--- config.mk ---
export PLATFORM = sky130hd
export DESIGN_NAME = vga_sync_gen
export DESIGN_NICKNAME = d
export VERILOG_FILES = /design/src/rtl/vga_sync_gen_pkg.sv /design/src/rtl/vga_axis_counter.sv /design/src/rtl/vga_sync_gen.sv
export SDC_FILE = /design/constraint.sdc
export NUM_CORES = 1
export LEC_CHECK = 0
export CAP_MARGIN = 10
export CORE_UTILIZATION = 45
export CTS_CLUSTER_DIAMETER = 200
export DETAILED_ROUTE_END_ITERATION = 7
export GPL_TIMING_DRIVEN = 0
export PLACE_DENSITY_LB_ADDON = 0.2
export SLEW_MARGIN = 10
export SYNTH_ARGS = -nofsm -noshare
export SYNTH_HDL_FRONTEND = slang
export SYNTH_SLANG_ARGS = --single-unit
--- constraint.sdc ---
create_clock -name clk -period 3.3 [get_ports clk]
set_input_delay 0.495 -clock clk [delete_from_list [all_inputs] [get_ports clk]]
set_output_delay 0.495 -clock clk [all_outputs]
set_load 0.02 [all_outputs]
--- src/rtl/vga_sync_gen_pkg.sv ---
// Default 640x480@60 raster timing constants and the line/frame total helper,
// shared by the sync generator, pattern blocks and benches.
package vga_sync_gen_pkg;

  localparam int POS_W     = 10;
  localparam int MAX_TOTAL = 1 << POS_W;

  localparam int DEF_H_VISIBLE = 640;
  localparam int DEF_H_FRONT   = 16;
  localparam int DEF_H_SYNC    = 96;
  localparam int DEF_H_BACK    = 48;
  localparam int DEF_V_VISIBLE = 480;
  localparam int DEF_V_FRONT   = 10;
  localparam int DEF_V_SYNC    = 2;
  localparam int DEF_V_BACK    = 33;

  function automatic int axis_total(input int visible, input int front,
                                    input int sync, input int back);
    return visible + front + sync + back;
  endfunction

endpackage

--- src/rtl/vga_axis_counter.sv ---
// Single-axis raster counter: position register plus registered sync, with
// look-ahead active/at_start flags describing the position loaded this edge.
module vga_axis_counter
  import vga_sync_gen_pkg::*;
#(
  parameter int VISIBLE = DEF_H_VISIBLE,
  parameter int FRONT   = DEF_H_FRONT,
  parameter int SYNC    = DEF_H_SYNC,
  parameter int BACK    = DEF_H_BACK,
  parameter bit POL     = 1'b0
) (
  input  logic             clk,
  input  logic             reset_n,
  input  logic             inc,
  output logic [POS_W-1:0] pos,
  output logic             sync,
  output logic             active,
  output logic             at_start,
  output logic             wrap
);

  localparam int TOTAL = axis_total(VISIBLE, FRONT, SYNC, BACK);

  localparam logic [POS_W:0] LAST       = (POS_W+1)'(TOTAL - 1);
  localparam logic [POS_W:0] VIS_END    = (POS_W+1)'(VISIBLE);
  localparam logic [POS_W:0] SYNC_START = (POS_W+1)'(VISIBLE + FRONT);
  localparam logic [POS_W:0] SYNC_END   = (POS_W+1)'(VISIBLE + FRONT + SYNC);

  logic [POS_W-1:0] pos_reg, pos_next;
  logic             sync_reg, sync_next;
  logic [POS_W:0]   pos_ext;

  assign wrap    = ({1'b0, pos_reg} == LAST);
  assign pos_ext = {1'b0, pos_next};

  // Flags are decoded from the next position so the parent can register them
  // on the same edge as the position itself.
  always_comb begin
    pos_next = pos_reg;
    if (inc) begin
      pos_next = wrap ? '0 : pos_reg + POS_W'(1);
    end
    sync_next = ((pos_ext >= SYNC_START) && (pos_ext < SYNC_END)) ? POL : ~POL;
  end

  assign active   = (pos_ext < VIS_END);
  assign at_start = (pos_next == '0);

  always_ff @(posedge clk or negedge reset_n) begin
    if (!reset_n) begin
      pos_reg  <= '0;
      sync_reg <= ~POL;
    end else begin
      pos_reg  <= pos_next;
      sync_reg <= sync_next;
    end
  end

  assign pos  = pos_reg;
  assign sync = sync_reg;

endmodule

--- src/rtl/vga_sync_gen.sv ---
// Raster timing generator: registered column/row, syncs and position flags.
// Optional macro VGA_SYNC_FRAME_COUNT_EN enables the completed-frame counter.
module vga_sync_gen
  import vga_sync_gen_pkg::*;
#(
  parameter int H_VISIBLE = DEF_H_VISIBLE,
  parameter int H_FRONT   = DEF_H_FRONT,
  parameter int H_SYNC    = DEF_H_SYNC,
  parameter int H_BACK    = DEF_H_BACK,
  parameter int V_VISIBLE = DEF_V_VISIBLE,
  parameter int V_FRONT   = DEF_V_FRONT,
  parameter int V_SYNC    = DEF_V_SYNC,
  parameter int V_BACK    = DEF_V_BACK,
  parameter bit HSYNC_POL = 1'b0,
  parameter bit VSYNC_POL = 1'b0
) (
  input  logic        clk,
  input  logic        reset_n,
  input  logic        pixel_en,
  output logic [9:0]  column,
  output logic [9:0]  row,
  output logic        hsync,
  output logic        vsync,
  output logic        visible,
  output logic        line_start,
  output logic        frame_start,
  output logic [15:0] frame_count
);

  localparam int H_TOTAL = axis_total(H_VISIBLE, H_FRONT, H_SYNC, H_BACK);
  localparam int V_TOTAL = axis_total(V_VISIBLE, V_FRONT, V_SYNC, V_BACK);

  generate
    if (H_TOTAL > MAX_TOTAL || V_TOTAL > MAX_TOTAL) begin : g_total_check
      $error("vga_sync_gen: H_TOTAL and V_TOTAL must not exceed 1024");
    end
  endgenerate

  logic h_active, h_at_start, h_wrap;
  logic v_active, v_at_start, v_wrap;
  logic v_inc;

  assign v_inc = pixel_en & h_wrap;

  vga_axis_counter #(
    .VISIBLE(H_VISIBLE), .FRONT(H_FRONT), .SYNC(H_SYNC), .BACK(H_BACK), .POL(HSYNC_POL)
  ) u_h_axis (
    .clk(clk), .reset_n(reset_n), .inc(pixel_en),
    .pos(column), .sync(hsync), .active(h_active), .at_start(h_at_start), .wrap(h_wrap)
  );

  vga_axis_counter #(
    .VISIBLE(V_VISIBLE), .FRONT(V_FRONT), .SYNC(V_SYNC), .BACK(V_BACK), .POL(VSYNC_POL)
  ) u_v_axis (
    .clk(clk), .reset_n(reset_n), .inc(v_inc),
    .pos(row), .sync(vsync), .active(v_active), .at_start(v_at_start), .wrap(v_wrap)
  );

  logic visible_reg, line_start_reg, frame_start_reg;

  always_ff @(posedge clk or negedge reset_n) begin
    if (!reset_n) begin
      visible_reg     <= 1'b1;
      line_start_reg  <= 1'b1;
      frame_start_reg <= 1'b1;
    end else if (pixel_en) begin
      visible_reg     <= h_active & v_active;
      line_start_reg  <= h_at_start;
      frame_start_reg <= h_at_start & v_at_start;
    end
  end

  assign visible     = visible_reg;
  assign line_start  = line_start_reg;
  assign frame_start = frame_start_reg;

`ifdef VGA_SYNC_FRAME_COUNT_EN
  logic [15:0] frame_count_reg;

  always_ff @(posedge clk or negedge reset_n) begin
    if (!reset_n) begin
      frame_count_reg <= '0;
    end else if (v_inc && v_wrap) begin
      frame_count_reg <= frame_count_reg + 16'd1;
    end
  end

  assign frame_count = frame_count_reg;
`else
  logic unused_v_wrap;
  assign unused_v_wrap = v_wrap;
  assign frame_count   = 16'd0;
`endif

endmodule
# After elaboration in Yosys (flattened, before gate mapping)
# Index checks and enable logic that the tools add are counted.
[word_totals] register_bits=25 output_inout_bits=41 wordCells=30
[op_classes] add_sub_neg=2 order_cmp=6 n_eq_ne=2 n_mux=6 bitwise_logic=3 reduce_logical=4
[ops] operator="$mux 10" n=4
[ops] operator="$add 10x1->10 const B" n=2
[ops] operator="$eq 10x10->1 const B" n=2
[ops] operator="$logic_not 10->1" n=2
[ops] operator="$lt 10x10->1 const B" n=2
[ops] operator="$lt 10x9->1 const B" n=2
[ops] operator="$ge 10x10->1 const B" n=1
[ops] operator="$ge 10x9->1 const B" n=1
[ops] operator="$and 1x1->1" n=3
[ops] operator="$logic_and 1x1->1" n=2
[ops] operator="$mux 1" n=2

# Logic depth before layout (Yosys ltp)
# Gate-level depths: netlist of run 1.
[logic_depth] word_depth=6 depth_mapped=8

# Cells and area by module
# From an unflattened synthesis of run 1, not the netlist that was laid out.
[unflattened] hier_cells=205 area_unflattened_um2=1900.6
[by_module_without_submodules] mod="vga_axis_counter (u_v_axis)" n_inst=1 cells_each=102 area_per_inst_um2=903.4 seq_area_each_um2=276.5
[by_module_without_submodules] mod="vga_axis_counter (u_h_axis)" n_inst=1 cells_each=75 area_per_inst_um2=744.5 seq_area_each_um2=276.5
[by_module_without_submodules] mod="vga_sync_gen" n_inst=1 cells_each=28 area_per_inst_um2=252.7 seq_area_each_um2=78.8

# Worst setup path after synthesis of run 1
# OpenSTA, ideal clock, no wires.
[synth_path] kind="flip-flop to flip-flop" from="reg u_h_axis.pos_reg[0], in the netlist u_h_axis.pos[0]" to="reg frame_start_reg, in the netlist frame_start" setup_time_ns=0.089 t_arrival_ns=2.656 required_time_ns=3.211 path_slack_ns=0.555 stages_incl_launch_ff=9 path_cell_list="dfrtp_1 -> ha_1 -> nand3_1 -> or4_4 -> buf_6 -> or2_4 -> a221o_1 -> or3_1 -> o32ai_2"
[synth_via] elab_chain_len=5 elab_cells_between_ends=9 cone_classes="add/sub: 1; eq/ne: 1; mux: 3; bitwise: 2; reduce/logical: 2"
[synth_rtl] item="start: declaration" line="vga_axis_counter.sv:29" rtl="logic [POS_W-1:0] pos_reg, pos_next;"
[synth_rtl] item="start signal: assignment" line="vga_axis_counter.sv:54" rtl="pos_reg <= pos_next;"
[synth_rtl] item="$add 10x1->10 or $eq 10x10->1 (tied branches)" line="vga_axis_counter.sv:41, vga_axis_counter.sv:33"
[synth_rtl] item="$mux 10 or $and 1x1->1 (tied branches)" line="vga_axis_counter.sv:41, vga_sync_gen.sv:43"
[synth_rtl] item="$mux 10" line="vga_axis_counter.sv:40" rtl="if (inc) begin"
[synth_rtl] item="$logic_not 10->1" line="vga_axis_counter.sv:47" rtl="assign at_start = (pos_next == '0);"
[synth_rtl] item="$and 1x1->1 *" line="vga_sync_gen.sv:69" rtl="frame_start_reg <= h_at_start & v_at_start;"
[synth_rtl] item="end signal: assignment" line="vga_sync_gen.sv:69"
[synth_rtl] item="end: declaration" line="vga_sync_gen.sv:59" rtl="logic visible_reg, line_start_reg, frame_start_reg;"
# Mark *: on every way between the ends. The rest lies on a longest branch, timed or not.
# A chain may end at the register's enable or synchronous reset.

# Worst setup path after layout of run 1
# Ends and elaborated chain as after synthesis.

==> results of run 1 <==
==> metrics by stage <==
| step | instances | util [%] | area [um^2] |
|---|---|---|---|
| floorplan | 182 | - | 1640 |
| global placement | 255 | 58.4 | 1970 |
| CTS | 259 | 59.2 | 1990 |
| finish | 259 | 59.3 | 1990 |
| detailed placement | 255 | 58.4 | 1970 |
| global route | 259 | 59.3 | 1990 |
==> placed cells by master, fill, tap and decap left out, types with 2 or more instances in the layout <==
cell	netlist	final
a22o_1	3	3
and3_1	3	3
and4_1	3	3
buf_2	3	4
buf_4	16	16
buf_6	2	2
clkbuf_1	1	2
clkbuf_4	0	3
clkdlybuf4s50_1	0	26
conb_1	1	16
dfrtp_1	20	20
dfstp_2	5	5
ha_1	3	3
inv_1	7	7
mux2i_1	3	3
nand2_1	11	11
nand2b_1	2	2
nand3_1	6	6
nand4_1	6	6
nand4b_1	4	4
nor2_1	11	11
nor3_1	7	7
nor4_1	3	2
o21a_1	2	2
o21ai_0	9	9
or3_1	2	2
or4_1	2	2
xnor2_1	7	7
xor2_1	3	3
==> path summary, 6_finish.rpt <==
kind | depth (start not counted) | end | from
min in group clk | 2 | visible | visible
worst min register to register | 2 | visible | visible
worst min-delay path | 1 | u_h_axis.pos[6] | reset_n
worst max-delay path | 8 | frame_start | u_h_axis.pos[0]
max in group asynchronous | 1 | frame_start | reset_n
worst max register to register | 8 | frame_start | u_h_axis.pos[0]
==> report_power, final <==
part	switching, mW	total, mW	internal (mW)
Sequential	0.0492	0.399	0.350
Combinational	0.237	0.444	0.207
Clock	0.0881	0.135	0.0472
==> logic make-up after synthesis <==
| family | count (synthesis) |
|---|---|
| buffers and inverters | 29 |
| xor gates and xnor gates | 10 |
| muxes | 4 |
| and+or+nand+nor | 69 |
| other | 1 |
| adders and majority gates | 3 |
| DFF | 25 |
| AOI/OAI and AO/OA | 26 |
==> layer usage <==
metal	vias to the layer above	part of all wire [%]	global-route usage [%]
met1	635	44	25.2
met2	46	50	32.6
met4	0	1.8	9.42
met3	8	4.4	3.15
met5	-	0	0
li1	662	-	-
==> layout make-up <==
type                       instances  area share, %
timing repair buffer              27           13.3
inverter                           7           1.32
tap                               46           2.89
buffer                            22           8.10
multi-input combinational        128           41.4
sequential                        25           31.7
clock buffer                       4           1.32
==> worst reg2reg max path: cells and delay by family (launching register included) <==
family          cells  cell delay [ns]
fa+ha+maj           1             0.27
simple gates        4             1.38
compound gates      2             0.54
buf+inv             1             0.15
flops               1             0.45
==> what timing repair did <==
item	CTS	global route
endpoints found under the setup margin	0	1
gates resized for setup	0	1
hold endpoints to repair	0	0
hold buffers	0	0
==> metrics.yaml, run 1 <==
outcome: "finished, final reports clean"
fillCellCount: 322
fp.dieH_um: 61.3
synth_async_sr_flop_share_pct: 100
yosys.cell_count.top_type: "dfrtp_1"
pre_cts_slack_ns: 0.0993
drt-vias-per-instance: 5.22
crit_buf_inv: 1
gp_congestion: 0.872
clock_latency_ns: 0.31
drv_slew: 0
multi_input_area_um2: 825
final.period_utilization_pct: 86.6
antenna_found_initial: 0
dr_total_vias: 1351
slowest_delay_ns: 0.57
holdWs_ns: 0.147
max_freq_mhz: 350
synth_edf_count: 0
path_class: "register to register"
drtIter0Drc: 60
routed_wl_mm: 3.38
io_buffers: 27
slew_headroom_pct: 62.9
cts.sinks: 25
grt_start_max_net_pins: 26
clk_pin_slew_ns: 0.14
dr.pass1.iters: 4
synthCells: 167
dp_hpwl_mm: 2.56
fin_nets: 220
setup_tns_ns: 0
muxShareOfSynthArea_pct: 2.61
synth_fa_ha_area_share_pct: 2.37
rsz0062_at_grt: "false"
crit_slowest_cell: "or4_4"
grt_usage_pct: 19.7
hold_viol_final: 0
coreArea_um2: 3360
synth.area.top_cells: "dfrtp_1 (32%), dfstp_2 (8.3%), buf_4 (7.6%)"
critical_path_arrival_ns: 3.09
numCtsBuffers: 3
root_buffer: "clkbuf_4"
h-tree-depth: 1
grt_pass1_wl_mm: 5.35
path_cells: "ha_1, nand3_1, or4_4, buf_6, or2_4, a221o_1, or3_1, o32ai_2"
endpoint_kind: "register"
drive_gt1_share_pct: 18.8
clk_path_buf_depth: 2
setup_viol: 0
synth_top_area_share_pct: 31.6
synth_seq_cells: 25
finClkSkew_ns: 0.00786
area_growth_pct: 26.0
power_mw: 0.979
num_rows: 21
cts_tree: "yes"
period_minus_slack_ns: 2.86
regArea_um2: 632
r2r_slack_ns: 0.44
synthXorXnorAreaFrac_pct: 5.54
synth_top_flop_cell: "dfrtp_1"
die_w_um: 61.3
hp-class: "input pin to asynchronous set/reset pin"
yosysWarningCount: 0
grt_pass1_vias: 1209
initial_utilization_pct: 47.0
wl_per_cell_um: 13.0
syn-cell-area_um2: 1580
ios: 44
synth_cell_types: 49
netlist_top_cells_count: "dfrtp_1 (20), buf_4 (16), nand2_1 (11), nor2_1 (11), o21ai_0 (9)"
globalRoute.totalOverflow: 0
worstMarginPinSlew_ns: 0.556
synthSimpleGateAreaFrac_pct: 25.2
powerDensity_nw_per_um2: 491
post_cts_buffers: 0
crit_family: "simple AND/OR/NAND/NOR gates"
synth_top_area_cell: "dfrtp_1"
finalWorstSetupSlack_ns: 0.441
p_leak_nw: 0.887
drv_cap: 0
critical_path.max_fanout: 9
ir_worst_vdd_mv: 0.239
diodes: 0
yosysSeqAreaShare_pct: 40.0
ant_nets: 0
die_area_um2: 3760
synth_compound_area_share_pct: 12.2
drc: 0
start_kind: "register"
required_ns: 3.53
synth_area_per_cell_um2: 9.47
synth_top_family_by_area: "simple AND/OR/NAND/NOR gates"
No activity file was read; power rests on OpenSTA's default activity.
==> run 2: changes to the inputs <==
GPL_ROUTABILITY_DRIVEN = 0   (was default)
==> run 2 against run 1 <==
Compared with the run above:
- cell area fell by 0.13%
- clock power up 4%
- combinational power fell by 0.9%
- register-to-register slack got worse by 0.09 ns
- clock skew is 0.0015 ns higher
- highest routed layer unchanged
- die area is the same
- cell count unchanged
- largest cell class unchanged
==> metrics.yaml, run 2 (synthesis gave the netlist of run 1 again) <==
dp_hpwl_mm: 2.64  # was 2.56 mm
die_area_um2: 3760  # unchanged
post_cts_buffers: 0  # unchanged
wl_per_cell_um: 13.1  # was 13.0 um
drv_slew: 0  # unchanged
setup_tns_ns: 0  # unchanged
antenna_found_initial: 0  # unchanged
num_rows: 21  # unchanged
area_growth_pct: 25.9  # was 26.0%
drtIter0Drc: 64  # was 60
clock_power_share_pct: 14.3  # was 13.8%
power.internal_mw: 0.604  # about the same
p_leak_nw: 0.886  # was 0.887 nW
drt-vias-per-instance: 5.24  # was 5.22
hold_viol_final: 0  # unchanged
dr.pass1.iters: 4  # unchanged
grt_start_max_net_pins: 26  # unchanged
final.period_utilization_pct: 89.3  # was 86.6%
dr_total_vias: 1357  # was 1351
powerDensity_nw_per_um2: 491  # about the same
comb_power_share_pct: 45.0  # was 45.4%
diodes: 0  # unchanged
ios: 44  # unchanged
finClkSkew_ns: 0.00940  # was 0.00786 ns
holdBufCountCts: 0  # unchanged
final_cell_mix: "clkdlybuf4s50_1 (26), dfrtp_1 (20), buf_4 (16), conb_1 (16)"  # unchanged
clock_latency_ns: 0.32  # was 0.31 ns
drv_cap: 0  # unchanged
p_sw_share_pct: 38.2  # about the same
ir_worst_vdd_mv: 0.287  # was 0.239 mV
clk_pin_slew_ns: 0.14  # about the same
finalWorstSetupSlack_ns: 0.354  # was 0.441 ns
post_cts_resized: 0  # unchanged
grt_pass1_vias: 1229  # was 1209
period_minus_slack_ns: 2.95  # was 2.86 ns
pre_cts_slack_ns: 0.0969  # was 0.0993 ns
io_buffers: 27  # unchanged
globalRoute.totalOverflow: 0  # unchanged
routed_wl_mm: 3.40  # was 3.38 mm
grt_pass1_wl_mm: 5.48  # was 5.35 mm
endpoint_kind: "register"  # unchanged
root_buffer: "clkbuf_4"  # unchanged
regArea_um2: 632  # unchanged
coreArea_um2: 3360  # unchanged
grt_usage_pct: 19.9  # was 19.7%
path_class: "register to register"  # unchanged
cts_tree: "yes"  # unchanged
max_freq_mhz: 339  # was 350 MHz
hp-class: "input pin to asynchronous set/reset pin"  # unchanged
clk_path_buf_depth: 2  # unchanged
power_mw: 0.977  # was 0.979 mW
initial_utilization_pct: 47.0  # unchanged
drive_gt1_share_pct: 18.8  # unchanged
critical_path_arrival_ns: 3.19  # was 3.09 ns
required_ns: 3.55  # was 3.53 ns
multi_input_area_um2: 818  # was 825 um^2
fillCellCount: 327  # was 322
die_w_um: 61.3  # unchanged
seq_power_share_pct: 40.7  # was 40.8%
finalCoreUtilization_pct: 59.2  # was 59.3%
cts.sinks: 25  # unchanged
outcome: "finished, final reports clean"  # unchanged
netSwitchingPower_mw: 0.373  # was 0.374 mW
final_common_cell: "clkdlybuf4s50_1"  # unchanged
slew_headroom_pct: 53.8  # was 62.9%
drc: 0  # unchanged
start_kind: "register"  # unchanged
fp.dieH_um: 61.3  # unchanged
h-tree-depth: 1  # unchanged
setup_viol: 0  # unchanged
numCtsBuffers: 3  # unchanged
critical_path.max_fanout: 10  # was 9
worstMarginPinSlew_ns: 0.687  # was 0.556 ns
fin_nets: 220  # unchanged
ant_nets: 0  # unchanged
rsz0062_at_grt: "false"  # unchanged
-- run 2: changes by cell type in the layout (fill, tap and decap cells not counted) --
cell / change
clkbuf_1: -1
clkinvlp_4: +1
nor4_1: +1
nor4_2: -1
-- run 2: final cells by class --
type | count | share of cell area (%)
multi-input cells | 128 | 41.1
plain buffers | 22 | 8.11
clock buffers | 3 | 1.13
repair buffers | 27 | 13.3
well taps | 46 | 2.89
flip-flops and latches | 25 | 31.7
inverters | 7 | 1.32
clock inverters | 1 | 0.377
-- run 2: critical path, cell delays in order (launching register included) --
cell and delay (ns):
dfrtp_1 0.45, ha_1 0.26, nand3_1 0.20, nor4_1 0.66, buf_2 0.34, o21ai_0 0.16
a221oi_1 0.37, nand4b_1 0.16, o32ai_2 0.27
-- run 2: power groups by stage --
stage	logic (mW)	registers (mW)	clock network, mW
after detailed placement	0.442	0.404	0
after global placement	0.433	0.401	0
after global routing	0.490	0.406	0.158
final	0.440	0.397	0.140
after CTS	0.442	0.399	0.148
after floorplan	0.254	0.450	0
-- run 2: path summary, 6_finish.rpt --
check,end,startpoint,cells past startpoint,slack (ns)
min in group clk,line_start,line_start,2,0.49
max reg2reg,frame_start,u_h_axis.pos[0],8,0.35
min,u_h_axis.pos[3],reset_n,1,0.13
min reg2reg,line_start,line_start,2,0.49
max,frame_start,u_h_axis.pos[0],8,0.35
max in group asynchronous,u_h_axis.sync,reset_n,1,2.78
-- run 2: stage by stage --
stage	std cells	hold slack, ns	instance area (um^2)
2_1_floorplan	182	0.199	1640
3_3_place_gp	255	0.465	1970
3_5_place_dp	255	0.476	1970
4_1_cts	259	0.497	2000
5_1_grt	259	0.158	1990
6_report	259	0.134	1990
-- run 2: metal layers --
layer | part of all wire, % | track usage [%] | vias to the layer above | routed length [um]
met4 | 2.1 | 9.74 | 0 | 73
met5 | 0 | 0 | - | 0
met1 | 43 | 25.8 | 641 | 1460
li1 | - | - | 667 | -
met2 | 51 | 32.6 | 41 | 1730
met3 | 3.9 | 2.73 | 8 | 133
==> RTL change: new RTL, config.mk and constraints of run 1 <==
The parameter `HSYNC_POL` goes from 1'b0 to 1'b1.
--- a/src/rtl/vga_sync_gen.sv
+++ b/src/rtl/vga_sync_gen.sv
@@ -11,7 +11,7 @@
   parameter int V_FRONT   = DEF_V_FRONT,
   parameter int V_SYNC    = DEF_V_SYNC,
   parameter int V_BACK    = DEF_V_BACK,
-  parameter bit HSYNC_POL = 1'b0,
+  parameter bit HSYNC_POL = 1'b1,
   parameter bit VSYNC_POL = 1'b0
 ) (
   input  logic        clk,
Function: changed (Yosys sat finds a counterexample within 4 cycles, from zero or initial values and one cycle with reset_n low).
==> RTL change against run 1 <==
Worst setup slack gained 0.23 ns. Synthesized cell count is 0.60% higher. Clock power up 6%. Sequential share of layout area down 0.57 points. Die area is 2.3% higher. Final area up 1.6%. Area after synthesis grew 2.4%. Sequential cell count is the same. Worst hold slack got worse by 0.0081 ns. Power increased by 1.1%. Routed wire length up 8.3%. Critical endpoint unchanged.
==> RTL change: results (changes against run 1) <==
<table>
<tr><th>Metric</th><th>Value</th></tr>
<tr><th colspan="2">Timing</th></tr>
<tr><td>Max-slew headroom at the worst pin</td><td>0.548 (-0.0812)</td></tr>
<tr><td>Worst hold-check slack</td><td>0.139 ns (-0.00805 ns)</td></tr>
<tr><td>Final critical-path required period</td><td>2.63 ns (-0.225 ns)</td></tr>
<tr><td>Worst clock skew</td><td>0.00274 ns (-0.00512 ns)</td></tr>
<tr><th colspan="2">Place</th></tr>
<tr><td>Sum of net half-perimeters after detailed placement</td><td>2720 µm (+6.3%)</td></tr>
<tr><td>GP Congestion</td><td>0.897 (+2.9%)</td></tr>
<tr><td>DP Cell Count</td><td>256 (+0.39%)</td></tr>
<tr><th colspan="2">GRT</th></tr>
<tr><td>Wire length of the first global-routing pass</td><td>5800 µm (+8.4%)</td></tr>
<tr><td>GRT Total Usage</td><td>0.206 (+0.00929)</td></tr>
<tr><td>Number of global-route vias before repair</td><td>1272 (+5.2%)</td></tr>
<tr><th colspan="2">Cells and area</th></tr>
<tr><td>Net count of the finished layout</td><td>221 (+0.45%)</td></tr>
<tr><td>Share of cells above drive strength 1</td><td>0.192 (+0.00380)</td></tr>
<tr><td>Filler-free cell count of the finished design</td><td>260 (+0.39%)</td></tr>
<tr><td>Number of fill cells</td><td>297 (-7.8%)</td></tr>
<tr><th colspan="2">Drt</th></tr>
<tr><td>Drt via density</td><td>5.35 (+2.5%)</td></tr>
<tr><td>WL/cell</td><td>14.1 µm (+7.9%)</td></tr>
<tr><td>First-iteration detailed-routing DRC count</td><td>87 (+45%)</td></tr>
<tr><th colspan="2">Synth</th></tr>
<tr><td>List of most frequent post-synthesis cells</td><td>sky130_fd_sc_hd__dfrtp_1 (21), sky130_fd_sc_hd__buf_4 (16), sky130_fd_sc_hd__nand2_1 (11), sky130_fd_sc_hd__nor2_1 (11)</td></tr>
<tr><td>Share of the yosys chip area belonging to registers</td><td>0.389 (-0.0100)</td></tr>
<tr><td>Synthesized instance count</td><td>168 (+0.60%)</td></tr>
<tr><td>Number of different library cells in the post-synthesis netlist</td><td>46 (-6.1%)</td></tr>
<tr><td>Cell types occupying the most area after synthesis</td><td>sky130_fd_sc_hd__dfrtp_1 (32%), sky130_fd_sc_hd__buf_4 (7.4%), sky130_fd_sc_hd__dfstp_2 (6.5%)</td></tr>
<tr><th colspan="2">Critical path</th></tr>
<tr><td>CP Data Arrival Time</td><td>2.87 ns (-0.22 ns)</td></tr>
<tr><th colspan="2">Pwr</th></tr>
<tr><td>Static leakage</td><td>0.892 nW (+0.47%)</td></tr>
<tr><td>Largest voltage drop on the vdd net</td><td>0.318 mV (+33%)</td></tr>
<tr><td>Psw</td><td>398 µW (+6.5%)</td></tr>
<tr><th colspan="2">Outcome</th></tr>
<tr><td>Outcome</td><td>completed</td></tr>
</table>
==> RTL change: cell count changes after synthesis, sizes merged, moves of 3 or more <==
cell	change
or2	-3
a31oi	+3
xor2	+4
a22o	-4
and3	-3
nand4b	-3
==> RTL change: worst min-delay path by stage <==
| stage | from | end | cells after the start |
|---|---|---|---|
| detailed placement | line_start | line_start | 2 |
| global route | reset_n | u_v_axis.pos[8] | 1 |
| finish | reset_n | u_h_axis.pos[4] | 1 |
| CTS | line_start | line_start | 2 |
| global placement | line_start | line_start | 2 |
| floorplan | reset_n | u_h_axis.pos[0] | 0 |
==> RTL change: layout make-up <==
type	instances	area, µm²	share of cell area
Buffer	23	166	0.0821
Clock buffer	3	22.5	0.0111
Clock inverter	1	5.00	0.00247
Inverter	8	30.0	0.0148
Multi-Input combinational cell	127	848	0.419
Sequential cell	25	631	0.311
Tap cell	46	57.6	0.0284
Timing Repair Buffer	27	265	0.131
==> RTL change: kinds of logic after synthesis <==
family	after synthesis	share of synthesized area
compound gates	27	0.121
flops	25	0.389
xor+xnor	16	0.0912
other cells	1	0.00232
buf+inv	31	0.121
mux	2	0.0124
fa+ha+maj	3	0.0232
simple gates	63	0.240
==> RTL change: per-stage QoR <==
stage	total power [mW]	instance area [µm²]
5_1_grt	1.05	2030
6_report	0.989	2030
4_1_cts	0.993	2030
2_1_floorplan	0.696	1680
3_5_place_dp	0.848	2000
3_3_place_gp	0.834	2000
==> RTL change: worst max-delay path, delay by kind of cell, from the launching register on <==
kind                       cells  cell delay, ns
AOI/OAI and AO/OA              1            0.21
xor gates and xnor gates       1            0.15
DFF                            1            0.49
adders and majority gates      1            0.27
and+or+nand+nor                4            1.31
buffers and inverters          1            0.12
==> RTL change: layer usage <==
layer / global-route usage / up-vias / wire [µm]
met4: 0.0857 / 0 / 52
met5: 0 / - / 0
met2: 0.350 / 55 / 1780
li1: - / 670 / -
met1: 0.262 / 659 / 1620
met3: 0.0311 / 6 / 200
==> RTL change: power groups by stage <==
stage,Combinational (mW),Clock (mW),Sequential [mW]
after floorplan,0.230,0,0.466
after global placement,0.420,0,0.414
after detailed placement,0.429,0,0.418
after CTS,0.432,0.148,0.413
after global routing,0.470,0.159,0.424
final,0.433,0.143,0.413
